--- config.mk ---
export PLATFORM = sky130hd
export DESIGN_NAME = phy_rx_deserializer
export DESIGN_NICKNAME = d
export VERILOG_FILES = /design/src/rtl/phy_pkg.sv /design/src/rtl/phy_rx_s2p.sv /design/src/rtl/phy_rx_deserializer.sv
export SDC_FILE = /design/constraint.sdc
export NUM_CORES = 1
export LEC_CHECK = 0
export CAP_MARGIN = 10
export CORE_MARGIN = 2
export CORE_UTILIZATION = 45
export CTS_BUF_LIST = sky130_fd_sc_hd__clkbuf_8 sky130_fd_sc_hd__clkbuf_16
export DETAILED_ROUTE_END_ITERATION = 10
export GPL_ROUTABILITY_DRIVEN = 0
export PLACE_DENSITY = 0.66
export SKIP_CTS_REPAIR_TIMING = 1
export SLEW_MARGIN = 20
export SYNTH_ARGS = -nofsm -noshare
export SYNTH_HDL_FRONTEND = slang
export SYNTH_HIERARCHICAL = 1
export SYNTH_SLANG_ARGS = --single-unit
export TNS_END_PERCENT = 5
--- constraint.sdc ---
create_clock -name clk -period 2.4 [get_ports clk]
set_input_delay 0.36 -clock clk [delete_from_list [all_inputs] [get_ports clk]]
set_output_delay 0.36 -clock clk [all_outputs]
set_load 0.02 [all_outputs]
--- src/rtl/phy_pkg.sv ---
// Shared PHY constants: comma symbol, receive FSM encoding and lane count.
// The COM value must stay identical to the transmitter's.
package phy_pkg;

    localparam logic [7:0] COM       = 8'hBC;
    localparam int         NUM_LANES = 4;

    typedef enum logic [1:0] {
        HUNT   = 2'd0,
        SYNC   = 2'd1,
        LOCKED = 2'd2
    } rx_state_t;

    // A lane slot carrying COM is idle: its data reads as zero.
    function automatic logic [7:0] lane_data(input logic [7:0] b);
        return (b == COM) ? 8'h00 : b;
    endfunction

endpackage

--- src/rtl/phy_rx_s2p.sv ---
// Serial-to-byte front end: sliding COM search, byte alignment and lock FSM.
// Emits each aligned byte with a one-cycle strobe once locked.
module phy_rx_s2p
    import phy_pkg::*;
#(
    parameter int SYNC_COUNT = 4
) (
    input  logic       clk,
    input  logic       reset_L,
    input  logic       i_serial,
    output logic [7:0] o_byte,
    output logic       o_byte_strobe,
    output logic       o_active,
    output logic [1:0] o_state
);

    localparam logic [3:0] SYNC_CNT4 = 4'(SYNC_COUNT);

    logic [7:0] r_sr;
    logic [2:0] r_bit_cnt;
    logic [3:0] r_com_cnt;
    rx_state_t  r_state;
    logic [7:0] r_byte;
    logic       r_byte_strobe;
    logic       r_active;

    logic [7:0] w_nsr;
    logic       w_boundary;
    rx_state_t  w_state_nxt;
    logic [2:0] w_bit_cnt_nxt;
    logic [3:0] w_com_cnt_nxt;
    logic       w_strobe_nxt;

    assign w_nsr      = {r_sr[6:0], i_serial};
    assign w_boundary = (r_bit_cnt == 3'd7);

    always_comb begin
        w_state_nxt   = r_state;
        w_bit_cnt_nxt = r_bit_cnt + 3'd1;
        w_com_cnt_nxt = r_com_cnt;
        w_strobe_nxt  = 1'b0;
        case (r_state)
            HUNT: begin
                // bit_cnt parks at 0 so the next cycle starts a fresh byte.
                w_bit_cnt_nxt = 3'd0;
                if (w_nsr == COM) begin
                    w_com_cnt_nxt = 4'd1;
                    if (SYNC_COUNT == 1) w_state_nxt = LOCKED;
                    else                 w_state_nxt = SYNC;
                end
            end
            SYNC: begin
                if (w_boundary) begin
                    if (w_nsr == COM) begin
                        w_com_cnt_nxt = r_com_cnt + 4'd1;
                        if (r_com_cnt + 4'd1 == SYNC_CNT4) w_state_nxt = LOCKED;
                    end else begin
                        w_com_cnt_nxt = 4'd0;
                        w_state_nxt   = HUNT;
                    end
                end
            end
            LOCKED: begin
                w_strobe_nxt = w_boundary;
            end
            default: begin
                w_state_nxt   = HUNT;
                w_bit_cnt_nxt = 3'd0;
                w_com_cnt_nxt = 4'd0;
            end
        endcase
    end

    always_ff @(posedge clk or negedge reset_L) begin
        if (!reset_L) begin
            r_sr          <= 8'h00;
            r_bit_cnt     <= 3'd0;
            r_com_cnt     <= 4'd0;
            r_state       <= HUNT;
            r_byte        <= 8'h00;
            r_byte_strobe <= 1'b0;
            r_active      <= 1'b0;
        end else begin
            r_sr          <= w_nsr;
            r_bit_cnt     <= w_bit_cnt_nxt;
            r_com_cnt     <= w_com_cnt_nxt;
            r_state       <= w_state_nxt;
            r_byte_strobe <= w_strobe_nxt;
            r_active      <= (r_state == LOCKED);
            if (w_strobe_nxt) r_byte <= w_nsr;
        end
    end

    assign o_byte        = r_byte;
    assign o_byte_strobe = r_byte_strobe;
    assign o_active      = r_active;
    assign o_state       = r_state;

endmodule

--- src/rtl/phy_rx_deserializer.sv ---
// Receive deserializer top: aligns the serial stream and distributes bytes
// round-robin into four lanes, publishing a full word at once.
module phy_rx_deserializer
    import phy_pkg::*;
#(
    parameter int SYNC_COUNT = 4
) (
    input  logic       clk,
    input  logic       reset_L,
    input  logic       serial_in,
    output logic [7:0] out0,
    output logic [7:0] out1,
    output logic [7:0] out2,
    output logic [7:0] out3,
    output logic       valid0,
    output logic       valid1,
    output logic       valid2,
    output logic       valid3,
    output logic       word_valid,
    output logic       active
);

    localparam logic [1:0] LANE_LAST = 2'(NUM_LANES - 1);

    logic [7:0] w_byte;
    logic       w_byte_strobe;
    logic [1:0] w_state;
    logic       w_take;
    logic [7:0] w_data;
    logic       w_valid;

    logic [1:0] r_lane_ptr;
    logic [7:0] r_slot0, r_slot1, r_slot2;
    logic [2:0] r_slot_v;
    logic [7:0] r_out0, r_out1, r_out2, r_out3;
    logic [3:0] r_valid;
    logic       r_word_valid;

    phy_rx_s2p #(
        .SYNC_COUNT(SYNC_COUNT)
    ) u_s2p (
        .clk          (clk),
        .reset_L      (reset_L),
        .i_serial     (serial_in),
        .o_byte       (w_byte),
        .o_byte_strobe(w_byte_strobe),
        .o_active     (active),
        .o_state      (w_state)
    );

    assign w_take  = w_byte_strobe && (w_state == LOCKED);
    assign w_data  = lane_data(w_byte);
    assign w_valid = (w_byte != COM);

    // Slots 0..2 are held privately; the lane-3 byte completes the word and
    // all four lanes move to the outputs in the same cycle.
    always_ff @(posedge clk or negedge reset_L) begin
        if (!reset_L) begin
            r_lane_ptr   <= 2'd0;
            r_slot0      <= 8'h00;
            r_slot1      <= 8'h00;
            r_slot2      <= 8'h00;
            r_slot_v     <= 3'b000;
            r_out0       <= 8'h00;
            r_out1       <= 8'h00;
            r_out2       <= 8'h00;
            r_out3       <= 8'h00;
            r_valid      <= 4'b0000;
            r_word_valid <= 1'b0;
        end else begin
            r_word_valid <= 1'b0;
            if (w_take) begin
                r_lane_ptr <= r_lane_ptr + 2'd1;
                if (r_lane_ptr == LANE_LAST) begin
                    r_out0       <= r_slot0;
                    r_out1       <= r_slot1;
                    r_out2       <= r_slot2;
                    r_out3       <= w_data;
                    r_valid      <= {w_valid, r_slot_v};
                    r_word_valid <= 1'b1;
                end else begin
                    case (r_lane_ptr)
                        2'd0:    r_slot0 <= w_data;
                        2'd1:    r_slot1 <= w_data;
                        default: r_slot2 <= w_data;
                    endcase
                    r_slot_v[r_lane_ptr] <= w_valid;
                end
            end
        end
    end

    assign out0       = r_out0;
    assign out1       = r_out1;
    assign out2       = r_out2;
    assign out3       = r_out3;
    assign valid0     = r_valid[0];
    assign valid1     = r_valid[1];
    assign valid2     = r_valid[2];
    assign valid3     = r_valid[3];
    assign word_valid = r_word_valid;

endmodule
---- Yosys cells after proc, flatten, opt, wreduce, memory -nomap -nowiden ----
Index checks and enable logic that the tools add are counted.
word-level totals
  output and inout port bits .............. 38
  bits of input ports ..................... 3
  flip-flop bits (word level) ............. 92
  logic and storage cells ................. 68
operators by class
  eq/ne operators ......................... 12
  $lt $le $gt $ge ......................... 2
  add/sub/neg operators ................... 3
  reductions and logical operators ........ 13
  bitwise gates (word level) .............. 3
  mux-type cells .......................... 17
operators by type and width
  operator               number
  $eq A8 B8 Y1 const B   2
  $mux W4                3
  $pmux W4 S3            1
  $reduce_and A3 Y1      4
  $mux W2                4
  $mux W8                1
  $ne A8 B8 Y1 const B   1
  $pmux W2 S3            1
  $add A4 B1 Y4 const B  1
  $eq A2 B1 Y1 const B   2
  $eq A2 B2 Y1 const B   2
  $eq A4 B3 Y1 const B   1
  $logic_not A2 Y1       2
  $mux W1                4
  $ne A2 B1 Y1 const B   2
  $reduce_and A2 Y1      2
  $reduce_and A4 Y1      1
  $reduce_or A2 Y1       2
  $add A3 B1 Y3 const B  1
  $bwmux W3              1
  $eq A3 B3 Y1 const B   1
  $lt A2 B3 Y1 const B   1
  $mux W3                1
  $ne A3 B3 Y1 const B   1
  5 further kinds        8

---- Logic depth before layout (Yosys ltp) ----
  depth after elaboration ................. 6
  gate-level depth with buffers ........... 7
  depth with buffers taken out ............ 6

---- Cells and area by module ----
Netlist, hierarchy kept.
modules (own cells, without submodules)
  module               area each (sq um)  times used  cells an instance  sequential area each (sq um)
  phy_rx_deserializer  2572.5             1           190                1651.6
  phy_rx_s2p           1103.6             1           82                 650.6

---- Least setup slack after synthesis ----
Ideal clock, no wire load.
  path kind ............................... register to register
  from .................................... register u_s2p.r_state[1], in the netlist u_s2p/o_state[1]
  to ...................................... register u_s2p.r_state[0], in the netlist u_s2p/o_state[0]
  path buffers ............................ 1
  stages on the path, launching flop included .. 8
  period minus slack after synthesis ...... 1.951 ns
  arrival ................................. 1.823 ns
  setup slack ............................. 0.449 ns
  path through ............................ dfrtp_1 > inv_1 > ha_1 > inv_1 > or4_4 > buf_6 > o211ai_2 > mux2_1
between the ends
  cells in the longest elaborated chain, start to end .. 3
ends and longest elaborated chain
  item                                                  line              text
  start: declaration                                    phy_rx_s2p.sv:22  rx_state_t r_state;
  start signal: assignment                              phy_rx_s2p.sv:87  r_state <= w_state_nxt;
  $eq A2 B1 Y1, or another cell as far along            phy_rx_s2p.sv:42  case (r_state)
  $ne A3 B3 Y1 (no line), or another cell as far along  n/a
  $reduce_and A4 Y1 (no line)                           n/a
Several ways; a longest one is shown, not always the timed one.
A chain may end at the register's enable or synchronous reset.

---- Worst setup path in the final report ----
Same ends and word-level chain as after synthesis.

==> results.md <==
* Final Cycle Share at 83.5%
* Nets at 337
* Syn Nets at 286
* Internal at 0.00223 W
* Most common cell after layout, fill and taps aside: dfrtp_1
* Post-Route WL at 6410 µm
* Area growth syn-to-layout at 20.1%
* Post-Synthesis Cell Area at 3680 µm²
* Peak supply drop at 0.371 mV
* Worst Setup Start Kind: flip-flop
* P_leak at 2.12 nW
* Placed Area at 4220 µm²
* Critical path arrival at 2.23 ns
* Clk_skew at 0.00756 ns
* Hold Path Depth at 0
* Final worst path period need at 2.00 ns
* Unrepaired setup endpoints after global routing: false
* Remaining DRCs at 0
* WL met2 at 2980 µm
* Hold Crit Class: reg -> reg
* Kind of critical path: reg -> reg
* Die ar. at 8910 µm²
* Placed Cells at 413
* Synth Instances at 272
* Fin cells at 428
* Crit path to: u_s2p/o_state[0]$_DFFE_PN0P_
* IO buf count at 40
* Clk slew on worst S/H paths at 0.08 ns
* HPWL after DPL at 4440 µm
* Die width at 94.4 µm
* Core area at 7810 µm²
* Most frequent cells in the layout: dfrtp_1, mux2_2, clkdlybuf4s50_1
* Fmax at 499 MHz
* Routed WL per cell at 15.0 µm
* Wire length on met1 at 3090 µm
* Via-to-Cell Ratio at 5.14
* PwrDens at 655 nW/µm²
* #FFs+latches synth at 92
* Rel. slew slack at 56.5%
* DR WL met3 at 229 µm
* Clock latency on the worst-skew pair at 0.34 ns
* Vias in the first global route at 2,237
* Site Rows at 32
* Library cells used by synthesis at 39
* Seq/Total Area, Yosys at 62.6%
* R2r startpoint: u_s2p/o_state[1]$_DFFE_PN0P_
* Initial antenna violation count at 0
* Critical Path RT at 2.63 ns
* Largest net degree at the start of global routing at 57
* Clock power frac at 34.7%
* Final setup vio count at 0
* Htree depth at 3
* Max-slew violation count at 0
* Top Layer Used: met4
* Clk buf depth at 2
* Fraction of registers with async set/reset at 100%
* Least-Margin Pin Slew at 0.646 ns
* I/O pin cnt at 41
* Worst r2r dst: u_s2p/o_state[0]$_DFFE_PN0P_
* CP max FO at 7
* Switching Share at 22.7%
* First-pass GRT wire length at 10,900 µm
* Logic pwr share at 8.7%
* Global-route usage over all layers at 16.0%
* NetSw at 0.000658 W
* Synth Area per Inst at 13.5 µm²
* DR pass1 iterations at 4
* Clock root cell: clkbuf_8
* Clock buffer count from CTS at 9
* Total congestion overflow at 0
* R2r setup slk at 0.40 ns
* Final ANT Viol Nets at 0
* CTS tree: done
* Hold Slack at 0.392 ns
* # clock sinks at 92
* Kind of end point of the critical path: flip-flop
* Synth warnings at 6
* Vias at 2,201
* Outcome: completed
* Initial drt markers at 143
* Sequential Power Share at 56.5%
* R2R depth at 6
* Fraction of layout cells with a size suffix above 1 at 21.2%
* Setup tns final at 0 ns
* Starting density of the core at 47.1%
* Finished Cell Area at 4420 µm²
* Ant. Diodes at 0
* Die Y at 94.4 µm
* Worst Setup SP: u_s2p/o_state[1]$_DFFE_PN0P_
* Final hold vios at 0
* Ys flop type: dfrtp_1
* Max-cap violations at 0
* EDFF count, synth at 0
==> per-layer routing <==
metal	GRT usage [%]	vias to the layer above
li1	-	1043
met1	22.4	1102
met2	24.8	45
met3	3.19	11
met4	6.64	0
met5	0	-
==> worst max-delay path, cell delays in order, from the launching register on <==
cell      delay (ns)
dfrtp_1         0.47
inv_1           0.12
ha_1            0.16
inv_1           0.04
or4_4           0.58
o211ai_2        0.18
mux2_1          0.33
==> kinds of logic after synthesis <==
logic type / after synthesis / synth area share (%)
AND/OR/NAND/NOR: 44 / 7.11
buffers and inverters: 26 / 3.30
adder cells (fa/ha/maj): 11 / 3.74
AO/OA/AOI/OAI: 48 / 7.56
XOR/XNOR: 1 / 0.238
multiplexers: 50 / 15.4
flip-flops: 92 / 62.6
==> synth_stat cells, types with 2 or more instances <==
master	count	area, µm²
nor3b_1	2	15.0
nor2_1	4	15.0
ha_1	11	138
buf_6	2	22.5
o31ai_1	2	15.0
clkbuf_1	2	7.51
mux2i_1	6	60.1
o21ai_0	35	175
nand2_1	18	67.6
nand4bb_1	2	22.5
nand2b_1	2	12.5
a31oi_1	2	12.5
buf_2	4	20.0
inv_1	17	63.8
mux2_4	3	45.0
and2_1	3	18.8
dfrtp_1	92	2300
mux2_2	40	450
a21oi_1	2	10.0
or2_1	2	12.5
nand4b_1	3	26.3
==> flip-flops by register name, summed over array words and instances (netlist names), 2 cells and up <==
register and cells:
out0 8, out1 8, out2 8, out3 8, r_lane_ptr 2, r_slot0 8, r_slot1 8, r_slot2 8
r_slot_v 3, r_valid 4, u_s2p/o_byte 8, u_s2p/o_state 2, u_s2p/r_bit_cnt 3, u_s2p/r_com_cnt 4, u_s2p/r_sr 7
==> power by group through the flow <==
stage / Combinational (W) / Sequential, W / Clock (W)
after floorplan: 0.000158 / 0.00165 / 0
after global placement: 0.000244 / 0.00166 / 0
after detailed placement: 0.000256 / 0.00167 / 0
after CTS: 0.000258 / 0.00163 / 0.00104
after global routing: 0.000291 / 0.00164 / 0.00111
final: 0.000252 / 0.00164 / 0.00100
==> final cells by class <==
cell class                 count  area, µm²
clock buffer                  11        151
fill                         671       3390
timing repair buffer          49        480
inverter                      17       63.8
multi-input combinational    154       1250
tap                          102        128
sequential                    92       2300
clock inverter                 3       38.8
==> metrics by stage <==
step	util, %	power, W	setup WS, ns
floorplan	-	0.00181	0.449
global placement	54.0	0.00191	0.168
detailed placement	54.0	0.00192	0.149
CTS	56.4	0.00293	0.395
global route	56.6	0.00304	0.291
finish	56.6	0.00289	0.395
==> worst min-delay path by stage <==
stage / start / to / slack, ns
after floorplan: reset_L / out0[0]$_DFFE_PN0P_ / 0.06
after global routing: u_s2p/r_sr[5]$_DFF_PN0_ / u_s2p/r_sr[6]$_DFF_PN0_ / 0.41
after global placement: reset_L / word_valid$_DFF_PN0_ / 0.35
after detailed placement: reset_L / word_valid$_DFF_PN0_ / 0.35
after CTS: reset_L / word_valid$_DFF_PN0_ / -0.03
final: u_s2p/r_sr[5]$_DFF_PN0_ / u_s2p/r_sr[6]$_DFF_PN0_ / 0.39
Note: power is estimated with default switching activity, not from simulation.
